### src/rtl/mem_bus_arbiter_pkg.sv
// Shared encodings for the CPU/DMA memory bus: command codes, FSM states,
// bus owner and the MMIO map.
package mem_bus_arbiter_pkg;

  typedef enum logic [1:0] {MNONE = 2'b00, MREAD = 2'b01, MWRITE = 2'b10} cmd_e;
  typedef enum logic [1:0] {IDLE = 2'b00, ADDR = 2'b01, DATA = 2'b10} state_e;
  typedef enum logic {OWN_CPU = 1'b0, OWN_DMA = 1'b1} owner_e;

  localparam int AW = 9;
  localparam logic [AW-1:0] MMIO_LED_ADDR = 9'h100;
  localparam logic [AW-1:0] MMIO_SW_ADDR  = 9'h140;

  // Only MREAD/MWRITE are real requests; 2'b11 counts as idle
  function automatic logic cmd_valid(input logic [1:0] cmd);
    return (cmd == MREAD) || (cmd == MWRITE);
  endfunction

endpackage

### src/rtl/mem_bus_arbiter_mmio_decode.sv
// Address decode for the shared bus: RAM in the lower half, LED and switch
// registers at fixed addresses, everything else unmapped.
module mmio_decode import mem_bus_arbiter_pkg::*; #(
  parameter int            RAM_AW   = 8,
  parameter logic [AW-1:0] LED_ADDR = MMIO_LED_ADDR,
  parameter logic [AW-1:0] SW_ADDR  = MMIO_SW_ADDR
) (
  input  logic [AW-1:0] addr,
  output logic          sel_ram,
  output logic          sel_led,
  output logic          sel_sw
);

  assign sel_ram = ~addr[RAM_AW];
  assign sel_led = (addr == LED_ADDR);
  assign sel_sw  = (addr == SW_ADDR);

endmodule

### src/rtl/mem_bus_arbiter.sv
// Round-robin arbiter sharing the single-port RAM and MMIO registers between
// the CPU and the DMA master. Each access is IDLE -> ADDR -> DATA.
module mem_bus_arbiter import mem_bus_arbiter_pkg::*; #(
  parameter int            DW       = 16,
  parameter int            RAM_AW   = 8,
  parameter logic [AW-1:0] LED_ADDR = MMIO_LED_ADDR,
  parameter logic [AW-1:0] SW_ADDR  = MMIO_SW_ADDR
) (
  input  logic              clk,
  input  logic              reset,
  input  logic [1:0]        cpu_cmd,
  input  logic [AW-1:0]     cpu_addr,
  input  logic [DW-1:0]     cpu_wdata,
  output logic [DW-1:0]     cpu_rdata,
  output logic              cpu_ready,
  input  logic              dma_req,
  input  logic              dma_we,
  input  logic [AW-1:0]     dma_addr,
  input  logic [DW-1:0]     dma_wdata,
  output logic [DW-1:0]     dma_rdata,
  output logic              dma_gnt,
  output logic              dma_done,
  output logic [RAM_AW-1:0] ram_addr,
  output logic              ram_we,
  output logic [DW-1:0]     ram_din,
  input  logic [DW-1:0]     ram_dout,
  input  logic [7:0]        sw_in,
  output logic [7:0]        ledr_out
);

  typedef struct packed {
    owner_e        own;
    logic          we;
    logic [AW-1:0] addr;
    logic [DW-1:0] wdata;
  } req_t;

  state_e        state_q, state_d;
  req_t          req_q;
  owner_e        last_q;
  logic          cpu_vld, dma_vld, pick_dma;
  logic          sel_ram, sel_led, sel_sw;
  logic [DW-1:0] rd_mux, cpu_rdata_q, dma_rdata_q;

  assign cpu_vld  = cmd_valid(cpu_cmd);
  assign dma_vld  = dma_req;
  // On contention the master that did not win last time goes next
  assign pick_dma = dma_vld & (~cpu_vld | (last_q == OWN_CPU));

  // Decode runs on the latched address so it is stable for ADDR and DATA
  mmio_decode #(.RAM_AW(RAM_AW), .LED_ADDR(LED_ADDR), .SW_ADDR(SW_ADDR)) u_dec (
    .addr    (req_q.addr),
    .sel_ram (sel_ram),
    .sel_led (sel_led),
    .sel_sw  (sel_sw)
  );

  // State register; async reset aborts any access in flight
  always_ff @(posedge clk or negedge reset) begin
    if (!reset) state_q <= IDLE;
    else        state_q <= state_d;
  end

  // Next state and handshake strobes, all decoded from state and req regs
  always_comb begin
    state_d   = state_q;
    ram_we    = 1'b0;
    cpu_ready = 1'b0;
    dma_gnt   = 1'b0;
    dma_done  = 1'b0;
    case (state_q)
      IDLE: if (cpu_vld | dma_vld) state_d = ADDR;
      ADDR: begin
        state_d = DATA;
        ram_we  = req_q.we & sel_ram;
        dma_gnt = (req_q.own == OWN_DMA);
      end
      DATA: begin
        state_d   = IDLE;
        dma_gnt   = (req_q.own == OWN_DMA);
        dma_done  = (req_q.own == OWN_DMA);
        cpu_ready = (req_q.own == OWN_CPU);
      end
      default: state_d = IDLE;
    endcase
  end

  // Latch the winner's request and remember who was granted
  always_ff @(posedge clk or negedge reset) begin
    if (!reset) begin
      req_q  <= '0;
      last_q <= OWN_DMA;
    end else if (state_q == IDLE && (cpu_vld | dma_vld)) begin
      req_q.own   <= pick_dma ? OWN_DMA : OWN_CPU;
      req_q.we    <= pick_dma ? dma_we : (cpu_cmd == MWRITE);
      req_q.addr  <= pick_dma ? dma_addr : cpu_addr;
      req_q.wdata <= pick_dma ? dma_wdata : cpu_wdata;
      last_q      <= pick_dma ? OWN_DMA : OWN_CPU;
    end
  end

  // LED register, written on the edge that closes the ADDR phase
  always_ff @(posedge clk or negedge reset) begin
    if (!reset)                                      ledr_out <= 8'h00;
    else if (state_q == ADDR && req_q.we && sel_led) ledr_out <= req_q.wdata[7:0];
  end

  // Read data source for the DATA phase
  always_comb begin
    rd_mux = '0;
    if (sel_ram)      rd_mux = ram_dout;
    else if (sel_led) rd_mux = {{(DW-8){1'b0}}, ledr_out};
    else if (sel_sw)  rd_mux = {{(DW-8){1'b0}}, sw_in};
  end

  // Keep each master's last read data once its DATA phase ends
  always_ff @(posedge clk or negedge reset) begin
    if (!reset) begin
      cpu_rdata_q <= '0;
      dma_rdata_q <= '0;
    end else if (state_q == DATA) begin
      if (req_q.own == OWN_CPU) cpu_rdata_q <= rd_mux;
      else                      dma_rdata_q <= rd_mux;
    end
  end

  assign cpu_rdata = cpu_ready ? rd_mux : cpu_rdata_q;
  assign dma_rdata = dma_done  ? rd_mux : dma_rdata_q;
  assign ram_addr  = req_q.addr[RAM_AW-1:0];
  assign ram_din   = req_q.wdata;

endmodule

### config.mk
export PLATFORM = sky130hd
export DESIGN_NAME = mem_bus_arbiter
export DESIGN_NICKNAME = d
export VERILOG_FILES = /design/src/rtl/mem_bus_arbiter_pkg.sv /design/src/rtl/mem_bus_arbiter_mmio_decode.sv /design/src/rtl/mem_bus_arbiter.sv
export SDC_FILE = /design/constraint.sdc
export NUM_CORES = 1
export LEC_CHECK = 0
export BUFFER_PORTS_ARGS = -buffer_cell sky130_fd_sc_hd__buf_4
export CAP_MARGIN = 20
export CORE_AREA = 2 2 86 88
export DETAILED_ROUTE_END_ITERATION = 16
export DIE_AREA = 0 0 88 90
export PLACE_DENSITY = 0.88
export SETUP_SLACK_MARGIN = 0.02
export SYNTH_ARGS = -nofsm -noshare
export SYNTH_HDL_FRONTEND = slang
export SYNTH_SLANG_ARGS = --single-unit
### constraint.sdc
create_clock -name clk -period 4.3 [get_ports clk]
set_input_delay 0.215 -clock clk [delete_from_list [all_inputs] [get_ports clk]]
set_output_delay 0.215 -clock clk [all_outputs]
set_load 0.01 [all_outputs]
==> summary.md <==
| Metric | Value |
|---|---|
| Crit path max fanout | `17` |
| Total gr overflow | `0` |
| Post-Route WL | `9100 um` |
| Worst setup path start | `state_q[0]$_DFFE_PN0P_` |
| Share of cells above drive strength 1 | `0.401` |
| Vias in the first global route | `3142` |
| #FFs+latches synth | `70` |
| Worst slew pin tran | `1.02 ns` |
| Final hold slack | `-0.0179 ns` |
| DRT iter0 DRCs | `131` |
| Total negative slack | `0 ns` |
| Critical path destination | `dma_rdata[0]` |
| Cts bufs inserted | `9` |
| Reg2reg setup slack | `2.19 ns` |
| Fin. max-slew vios | `0` |
| Yosys warning count | `0` |
| Non-filler cells, final | `573` |
| Worst R2R End | `ledr_out[3]$_DFFE_PN0P_` |
| VDD IR max | `0.327 mV` |
| Max-Cap Viols | `0` |
| Num rows | `31` |
| Register area share after synthesis | `0.497` |
| Synth area leaders | `dfrtp_1 (49%), a31oi_1 (7.6%), o21ai_0 (6.1%), nand3b_1 (5.5%), mux2_2 (5.4%)` |
| CTS H-tree lvls | `3` |
| Post-CTS Resized | `0` |
| First-pass GRT wire length | `15000 um` |
| Tmin final | `2.69 ns` |
| Total GRT Usage | `0.240` |
| Failing checks | `hold timing` |
| First-pass detailed-route iteration total | `4` |
| Mapped Area | `3520 sq um` |
| Post-route ant nets | `0` |
| Endpoint class of the critical path | `output pin` |
| RSZ-0062 raised after global routing | `false` |
| I/O Buffers | `147` |
| Worst-path clk slew | `0.08 ns` |
| Post-CTS Hold Buffers | `0` |
| CP startpoint kind | `flop` |
| Core Region | `7020 sq um` |
| R2R depth | `3` |
| Average size of a mapped cell | `9.82 sq um` |
| Layout overhead on the synthesized area | `34.7%` |
| Worst R2R Start | `req_q[24]$_DFFE_PN0P_` |
| CTS root buf | `clkbuf_8` |
| Postcts setup bufs | `0` |
| Final Cycle Share | `0.625` |
| CTS tree | `built` |
| Final Hold Viols | `7` |
| Initial antenna violation count | `0` |
| # diodes | `0` |
| Fmax | `0.372 GHz` |
| # IOs | `148` |
| Arr. time, crit path | `2.47 ns` |
| LEAKAGE | `2.18 nW` |
| Worst-Skew Late Latency | `0.33 ns` |
| Hold Crit Class | `in2async` |
| Post-synth top area cell | `dfrtp_1` |
| Gate count of the mapped netlist | `359` |
| Layout Nets | `553` |
| WL/cell | `15.9 um` |
| WP data required | `4.09 ns` |
| Power Dens Cells | `694 nW/um^2` |
| Die area | `7920 sq um` |
| Largest net degree at the start of global routing | `71` |
| Starting Density | `0.502` |
| Share of the synthesized area in the top cell type | `0.490` |
| Chip width | `88 um` |
| Setup CP Type | `reg2out` |
| GP Congestion | `0.827` |
| Synth Net Count | `443` |
| Die Y | `90 um` |
| Outcome | `finished, violations left` |
| Clock Skews | `0.00864 ns` |
| Placed instance count | `556` |
| # setup viols final | `0` |
| Max_slew headroom | `0.318` |
| Footprint of the multi-input gates | `1450 sq um` |
| Count of cell types in the netlist | `28` |
| Filler instances | `550` |
| Sequential Area | `1750 sq um` |
| CTS Sinks | `70` |
| Max Root-Sink Buffers | `2` |
| Via count | `3069` |
| Drt drc | `0` |
| Vias per cell | `5.36` |
| Hpwl dp | `6460 um` |
## stage by stage
| step | power [W] | setup slack, ns | hold WS, ns | util | instance area, sq um |
|---|---|---|---|---|---|
| after floorplan | 0.00208 | 2.49 | -0.0806 | - | 3520 |
| after global placement | 0.00258 | 2.02 | 0.376 | 0.637 | 4480 |
| after detailed placement | 0.00264 | 1.94 | 0.389 | 0.637 | 4480 |
| after CTS | 0.00330 | 1.59 | 0.0204 | 0.674 | 4730 |
| after global routing | 0.00353 | 1.37 | 0.0556 | 0.676 | 4750 |
| final | 0.00329 | 1.61 | -0.0179 | 0.676 | 4750 |
## cells in the mapped netlist (all sizes together)
cell type,count
a21oi,27
a31oi,43
and2,1
and3b,1
buf,33
clkbuf,18
clkinv,1
dfrtp,69
dfstp,1
ha,4
inv,7
mux2,17
nand2,18
nand2b,18
nand3,9
nand3b,26
nor2,18
nor2b,1
nor4,1
nor4b,1
o21ai,43
o31ai,1
o32ai,1
## flip-flops by register name (all words and copies together) (netlist names)
register / cells
state_q: 2
last_q: 1
dma_rdata_q: 16
ram_addr: 8
req_q: 3
ledr_out: 8
ram_din: 16
cpu_rdata_q: 16
## critical path, cell delays in order, from the launching register on
cell	delay, ns
dfrtp_1	0.36
inv_1	0.08
ha_1	0.22
nand2_1	0.38
clkinv_1	0.52
a31oi_1	0.40
buf_4	0.18
## power breakdown
group,switching [W],internal (W)
clock network,0.000246,0.000417
registers,0.000206,0.000942
logic,0.000760,0.000721
total,0.00121,0.00208
## cell type report
type	count	area share
clock buffers	11	0.0319
clock inverters	5	0.0221
inverters	8	0.00633
multi-input cells	230	0.305
flip-flops and latches	70	0.369
well taps	99	0.0261
repair buffers	150	0.239
## cell families after synthesis
kind of cell / after synthesis / synth area share
AND/OR/NAND/NOR: 94 / 0.161
buffers and inverters: 59 / 0.0919
AO/OA/AOI/OAI: 115 / 0.181
multiplexers: 17 / 0.0543
flip-flops: 70 / 0.497
adder cells (fa/ha/maj): 4 / 0.0142
## cells in the final DEF, fill, tap and decap left out, drive strengths merged, types with 9 or more instances in the layout
master	instances
nand3b	26
dfrtp	69
a21oi	27
mux2	17
nand2b	18
nor2	18
nand3	9
nand2	18
clkbuf	11
a31oi	43
buf	150
o21ai	43
## worst min path at each step
| stage | to | slack (ns) | cells past startpoint |
|---|---|---|---|
| 6_report | cpu_rdata_q[11]$_DFFE_PN0P_ | -0.02 | 1 |
| 5_1_grt | cpu_rdata_q[10]$_DFFE_PN0P_ | 0.06 | 1 |
| 4_1_cts | cpu_rdata_q[10]$_DFFE_PN0P_ | 0.02 | 1 |
| 3_5_place_dp | dma_rdata_q[10]$_DFFE_PN0P_ | 0.39 | 1 |
| 3_3_place_gp | cpu_rdata_q[11]$_DFFE_PN0P_ | 0.38 | 1 |
| 2_1_floorplan | cpu_rdata_q[0]$_DFFE_PN0P_ | -0.08 | 0 |
## per-layer routing
| layer | vias to the layer above | share of wire | track usage | wire length, um |
|---|---|---|---|---|
| met5 | - | 0 | 0 | 0 |
| met1 | 1439 | 0.41 | 0.306 | 3750 |
| met2 | 136 | 0.50 | 0.395 | 4560 |
| met4 | 0 | 0.015 | 0.0872 | 138 |
| met3 | 16 | 0.071 | 0.0551 | 647 |
| li1 | 1478 | - | - | - |
Note: power is estimated with default switching activity, not from simulation.
